`src/rtl/planter_pkg.sv`:
```
//------------------------------------------------------------------------------
// Module : planter_pkg
// Desc   : Types and widths shared by Planter and its upstream feeders.
// Rev    : 1.0 - initial release
//------------------------------------------------------------------------------
`default_nettype none

package planter_pkg;

    localparam int unsigned LEN_W = 32;

    typedef enum logic [0:0] {
        IDLE  = 1'b0,
        COUNT = 1'b1
    } frame_state_t;

endpackage

`default_nettype wire

```
`src/rtl/frame_length_counter_if.sv`:
```
//------------------------------------------------------------------------------
// Module : frame_length_counter_if
// Desc   : Beat stream in, frame length out. len_ovf exists only with
//          FRAME_LEN_SAT_EN defined.
// Rev    : 1.0 - initial release
//------------------------------------------------------------------------------
`default_nettype none

interface frame_length_counter_if #(
    parameter int unsigned LEN_W = planter_pkg::LEN_W
);
    logic             in_valid;
    logic             in_last;
    logic             in_abort;
    logic             in_ready;
    logic             len_valid;
    logic             len_ready;
    logic [LEN_W-1:0] length;
    logic             busy;
`ifdef FRAME_LEN_SAT_EN
    logic             len_ovf;

    modport slave  (input  in_valid, in_last, in_abort, len_ready,
                    output in_ready, len_valid, length, busy, len_ovf);
    modport master (output in_valid, in_last, in_abort, len_ready,
                    input  in_ready, len_valid, length, busy, len_ovf);
`else
    modport slave  (input  in_valid, in_last, in_abort, len_ready,
                    output in_ready, len_valid, length, busy);
    modport master (output in_valid, in_last, in_abort, len_ready,
                    input  in_ready, len_valid, length, busy);
`endif
endinterface

`default_nettype wire

```
`src/rtl/frame_length_counter_len_hold_reg.sv`:
```
//------------------------------------------------------------------------------
// Module : len_hold_reg
// Desc   : One-entry valid/ready holding register with same-cycle load/consume.
// Rev    : 1.0 - initial release
//------------------------------------------------------------------------------
`default_nettype none

module len_hold_reg #(
    parameter int unsigned W = 32
) (
    input  wire logic         clk,
    input  wire logic         rst,
    input  wire logic         i_load,
    input  wire logic [W-1:0] i_data,
    input  wire logic         i_ready,
    output logic              o_valid,
    output logic [W-1:0]      o_data,
    output logic              o_space
);
    logic         r_valid;
    logic [W-1:0] r_data;

    always_ff @(posedge clk) begin
        if (rst) begin
            r_valid <= 1'b0;
            r_data  <= '0;
        end else if (i_load) begin
            // A load wins over a consume: back-to-back results, no bubble.
            r_valid <= 1'b1;
            r_data  <= i_data;
        end else if (r_valid && i_ready) begin
            r_valid <= 1'b0;
        end
    end

    assign o_valid = r_valid;
    assign o_data  = r_data;
    assign o_space = ~(r_valid & ~i_ready);

endmodule

`default_nettype wire

```
`src/rtl/frame_length_counter.sv`:
```
//------------------------------------------------------------------------------
// Module : frame_length_counter
// Desc   : Counts accepted beats per frame and presents each frame's length.
//          FRAME_LEN_SAT_EN: saturating count plus len_ovf flag.
// Rev    : 1.0 - initial release
//------------------------------------------------------------------------------
`default_nettype none

module frame_length_counter
    import planter_pkg::*;
#(
    parameter int unsigned LEN_W = planter_pkg::LEN_W
) (
    input  wire logic               clk,
    input  wire logic               rst,
    frame_length_counter_if.slave   bus
);
`ifdef FRAME_LEN_SAT_EN
    localparam int unsigned HOLD_W = LEN_W + 1;
`else
    localparam int unsigned HOLD_W = LEN_W;
`endif

    frame_state_t      r_state, w_state_nxt;
    logic [LEN_W-1:0]  r_cnt, w_cnt_nxt, w_cnt_inc;
    logic              w_acc, w_emit, w_space, w_hold_valid;
    logic [HOLD_W-1:0] w_hold_d, w_hold_q;
`ifdef FRAME_LEN_SAT_EN
    logic              r_ovf, w_ovf_nxt, w_inc_ovf;
`endif

    assign w_acc = bus.in_valid & w_space;

    always_comb begin
`ifdef FRAME_LEN_SAT_EN
        // Once the count has passed all-ones it stays pinned there.
        w_inc_ovf = r_ovf | (&r_cnt);
        w_cnt_inc = (&r_cnt) ? r_cnt : r_cnt + LEN_W'(1);
        w_hold_d  = {w_inc_ovf, w_cnt_inc};
`else
        w_cnt_inc = r_cnt + LEN_W'(1);
        w_hold_d  = w_cnt_inc;
`endif
    end

    always_ff @(posedge clk) begin
        if (rst) begin
            r_state <= IDLE;
            r_cnt   <= '0;
`ifdef FRAME_LEN_SAT_EN
            r_ovf   <= 1'b0;
`endif
        end else begin
            r_state <= w_state_nxt;
            r_cnt   <= w_cnt_nxt;
`ifdef FRAME_LEN_SAT_EN
            r_ovf   <= w_ovf_nxt;
`endif
        end
    end

    // IDLE holds cnt at zero, so the same increment serves both states.
    always_comb begin
        w_state_nxt = r_state;
        w_cnt_nxt   = r_cnt;
        w_emit      = 1'b0;
`ifdef FRAME_LEN_SAT_EN
        w_ovf_nxt   = r_ovf;
`endif
        if (bus.in_abort) begin
            w_state_nxt = IDLE;
            w_cnt_nxt   = '0;
`ifdef FRAME_LEN_SAT_EN
            w_ovf_nxt   = 1'b0;
`endif
        end else if (w_acc) begin
            if (bus.in_last) begin
                w_emit      = 1'b1;
                w_state_nxt = IDLE;
                w_cnt_nxt   = '0;
`ifdef FRAME_LEN_SAT_EN
                w_ovf_nxt   = 1'b0;
`endif
            end else begin
                w_state_nxt = COUNT;
                w_cnt_nxt   = w_cnt_inc;
`ifdef FRAME_LEN_SAT_EN
                w_ovf_nxt   = w_inc_ovf;
`endif
            end
        end
    end

    len_hold_reg #(
        .W (HOLD_W)
    ) u_hold (
        .clk     (clk),
        .rst     (rst),
        .i_load  (w_emit),
        .i_data  (w_hold_d),
        .i_ready (bus.len_ready),
        .o_valid (w_hold_valid),
        .o_data  (w_hold_q),
        .o_space (w_space)
    );

    assign bus.in_ready  = w_space;
    assign bus.len_valid = w_hold_valid;
    assign bus.length    = w_hold_q[LEN_W-1:0];
    assign bus.busy      = (r_state == COUNT);
`ifdef FRAME_LEN_SAT_EN
    assign bus.len_ovf   = w_hold_q[LEN_W];
`endif

endmodule

`default_nettype wire

```
`src/flat_wrapper.sv`:
```
// flat-port wrapper written by rule: the top's interface ports become plain ports
module frame_length_counter_flat import planter_pkg::*;
#(
    parameter int unsigned LEN_W = planter_pkg::LEN_W
)
  (clk, rst, bus_in_valid, bus_in_last, bus_in_abort, bus_len_ready, bus_in_ready, bus_len_valid, bus_length, bus_busy);
  frame_length_counter_if #(.LEN_W(LEN_W)) bus_i ();
  input  wire logic clk;
  input  wire logic rst;
  input wire logic [$bits(bus_i.in_valid)-1:0] bus_in_valid;
  input wire logic [$bits(bus_i.in_last)-1:0] bus_in_last;
  input wire logic [$bits(bus_i.in_abort)-1:0] bus_in_abort;
  input wire logic [$bits(bus_i.len_ready)-1:0] bus_len_ready;
  output wire logic [$bits(bus_i.in_ready)-1:0] bus_in_ready;
  output wire logic [$bits(bus_i.len_valid)-1:0] bus_len_valid;
  output wire logic [$bits(bus_i.length)-1:0] bus_length;
  output wire logic [$bits(bus_i.busy)-1:0] bus_busy;
  assign bus_i.in_valid = bus_in_valid;
  assign bus_i.in_last = bus_in_last;
  assign bus_i.in_abort = bus_in_abort;
  assign bus_i.len_ready = bus_len_ready;
  assign bus_in_ready = bus_i.in_ready;
  assign bus_len_valid = bus_i.len_valid;
  assign bus_length = bus_i.length;
  assign bus_busy = bus_i.busy;
  frame_length_counter #(.LEN_W(LEN_W)) u_core (.clk(clk), .rst(rst), .bus(bus_i));
endmodule
```
`config.mk`:
```
export PLATFORM = sky130hd
export DESIGN_NAME = frame_length_counter_flat
export DESIGN_NICKNAME = d
export VERILOG_FILES = /design/src/rtl/planter_pkg.sv /design/src/rtl/frame_length_counter_if.sv /design/src/rtl/frame_length_counter_len_hold_reg.sv /design/src/rtl/frame_length_counter.sv /design/src/flat_wrapper.sv
export SDC_FILE = /design/constraint.sdc
export NUM_CORES = 1
export LEC_CHECK = 0
export CAP_MARGIN = 20
export CORE_MARGIN = 8
export CORE_UTILIZATION = 40
export CTS_CLUSTER_DIAMETER = 150
export DETAILED_ROUTE_END_ITERATION = 16
export MAX_ROUTING_LAYER = met4
export PLACE_DENSITY_LB_ADDON = 0.25
export SLEW_MARGIN = 10
export SYNTH_ARGS = -nofsm -noshare
export SYNTH_HDL_FRONTEND = slang
export SYNTH_SLANG_ARGS = --single-unit
```
`constraint.sdc`:
```
create_clock -name clk -period 2.3 [get_ports clk]
set_clock_uncertainty 0.05 [all_clocks]
set_input_delay 0.46 -clock clk [delete_from_list [all_inputs] [get_ports clk]]
set_output_delay 0.46 -clock clk [all_outputs]
set_load 0.1 [all_outputs]
```
==> results.ini <==
[route]
wl_per_cell_um = 15.1
drtPass1Iterations = 5
routed_wl_um = 8580
viasPerCell = 5.42
vias = 3076
route.detailed.drc = 0
drtIter0Drc = 244
antenna_left = 0

[floorplan]
initial_core_util_pct = 40.6
die_area_um2 = 11400
die_w_um = 107
pin_count = 41
core_area_um2 = 8090
chipHeight_um = 107
rows = 33

[setup_path]
worstPathMaxFanout = 6
max_stage_delay_ps = 560
crit_path_top_delay_cell = or4b_4
crit_top_cell = or3_1
worstSetupPathType = reg -> reg
worstPathCellList = nand4_4, or3_1, or4b_4, or3_1, nand3_1
arrival_ps = 2390
required_ps = 2540
cp-start-kind = flop
endpoint_kind = flop

[clock_network]
cts_tree = built
post_cts_buffers = 0
cts_made_buffers = 9
clockBufferDepth = 2
clock-sinks = 66
clk_pin_slew_ps = 70
cts_root_buf = clkbuf_8
cts_hold_buffers = 0
clock_latency_ps = 340
ctsResizeCount = 0
h-tree-depth = 3

[sta]
slew_headroom_pct = 65.7
setup_tns_ps = 0
hold_viol = 0
tightest_slew_ps = 510
fin_crit_sh_pct = 93.4
max_freq_mhz = 466
slew_violations = 0
rsz0062_at_grt = false
finalSetupViolations = 0
finalCriticalPeriod_ps = 2150

[synth]
synth_most_common_cell = dfxtp_1
ys_seq_area_share_pct = 40.2
yosysUniqueCellTypes = 44
syn_inst = 410
netlist_area_um2 = 3280
synth_fp_nets = 417
synth_edf_count = 0
synth_top_area_cell = dfxtp_1
synth_area_leaders = dfxtp_1, a211oi_1, nor2_1
ys.flop_type = dfxtp_1
yosys.area.top_type_share_pct = 40.2
syn_avg_cell_area_um2 = 8.01
async_reset_ff_share_pct = 0
synth_common_cells = dfxtp_1, nor2_1, a211oi_1, clkbuf_1, nand2_1
ys_warn_count = 0
ys_seq_elements = 66

[cells_and_area]
layout-drive-gt1-share_pct = 21.2
area_growth_pct = 24.1
diodes = 0
final_util_pct = 50.4
final_nets = 465

[hold_path]
hold_path_class = reg -> reg

[outcome]
status = complete, no violations

[place]
gp_congestion = 0.918
io_buffers = 40
post-dp-hpwl_um = 6190

[global_routing]
antenna_found_initial = 0
grt_overflow = 0
grt_pass1_wl_um = 14500
grt_pass1_vias = 2921
grt_util_all_layers_pct = 16.1
grt_max_degree = 62

[power_and_ir_drop]
vdd_drop_max_v = 0.000305
leakage_nw = 1.38
power_density_nw_per_um2 = 633

[flow_run]
maxCapViolations = 0

-- power breakdown --
group,switching (mW),internal (mW)
Clock,0.441,0.558
Combinational,0.303,0.0950
Sequential,0.0143,1.17
-- state kept, by name (all words and copies together) (netlist names) --
register and flops:
u_core.r_cnt 32, u_core.u_hold.o_data 32, u_core.u_hold.o_valid 1, u_core.bus.busy 1
-- area by class of cell --
type                            count  area [um^2]
Fill cell                         789         4020
Multi-Input combinational cell    304         1800
Sequential cell                    66         1320
Timing Repair Buffer               72          603
Clock buffer                       12          155
Tap cell                          105          131
Clock inverter                      4         50.0
Inverter                            5         18.8
-- cell usage in the layout, fill, tap and decap left out, types with 3 or more instances in the layout --
cell	count
xor2_1	10
nor3_1	12
o21a_1	3
nand2_1	28
xnor2_1	20
nand3b_1	4
a211oi_1	29
a21oi_1	27
clkbuf_8	11
or2_2	3
dfxtp_1	65
buf_12	4
nor4_1	6
nand3_1	22
a41oi_1	4
clkdlybuf4s50_1	5
o21ai_0	26
inv_1	5
nand4_1	9
buf_4	63
or3_1	11
nor2_1	58
a31oi_1	6
-- cells by family after synthesis --
group,Yosys count,synth area share [%]
AO/OA/AOI/OAI,101,19.1
XOR/XNOR,30,8.00
flip-flops,66,40.2
adder cells (fa/ha/maj),1,0.381
buffers and inverters,40,5.45
AND/OR/NAND/NOR,172,26.8
-- per-layer routing --
layer  vias to the layer above  global-route usage (%)  wire (um)
met4                         0                    7.64         98
met2                        76                    23.8       3870
met3                         6                    2.88        456
li1                       1566                       -          -
met1                      1428                    20.8       4150
met5                         -                       -          0
-- through the flow --
stage	setup WS [ps]	hold slack [ps]	instances	power, mW	instance area (um^2)
3_3_place_gp	146	399	552	1.61	3870
2_1_floorplan	86.5	412	410	1.51	3290
3_5_place_dp	100	401	552	1.61	3870
5_1_grt	15.8	450	568	2.69	4080
6_report	152	415	568	2.58	4080
4_1_cts	138	420	568	2.61	4080
-- final timing paths --
kind | start | to | slack [ps] | cells past startpoint
worst min-delay path | u_core.u_hold.o_data[1] | u_core.u_hold.o_data[1] | 420 | 2
worst min register to register | u_core.u_hold.o_data[1] | u_core.u_hold.o_data[1] | 420 | 2
worst max-delay path | u_core.r_cnt[10] | u_core.r_cnt[31] | 150 | 5
worst max register to register | u_core.r_cnt[10] | u_core.r_cnt[31] | 150 | 5
-- critical path, delay by kind of cell, from the launching register on --
family | cells | cell delay, ps
DFF | 1 | 460
and+or+nand+nor | 5 | 1580
Note: power is estimated with default switching activity, not from simulation.
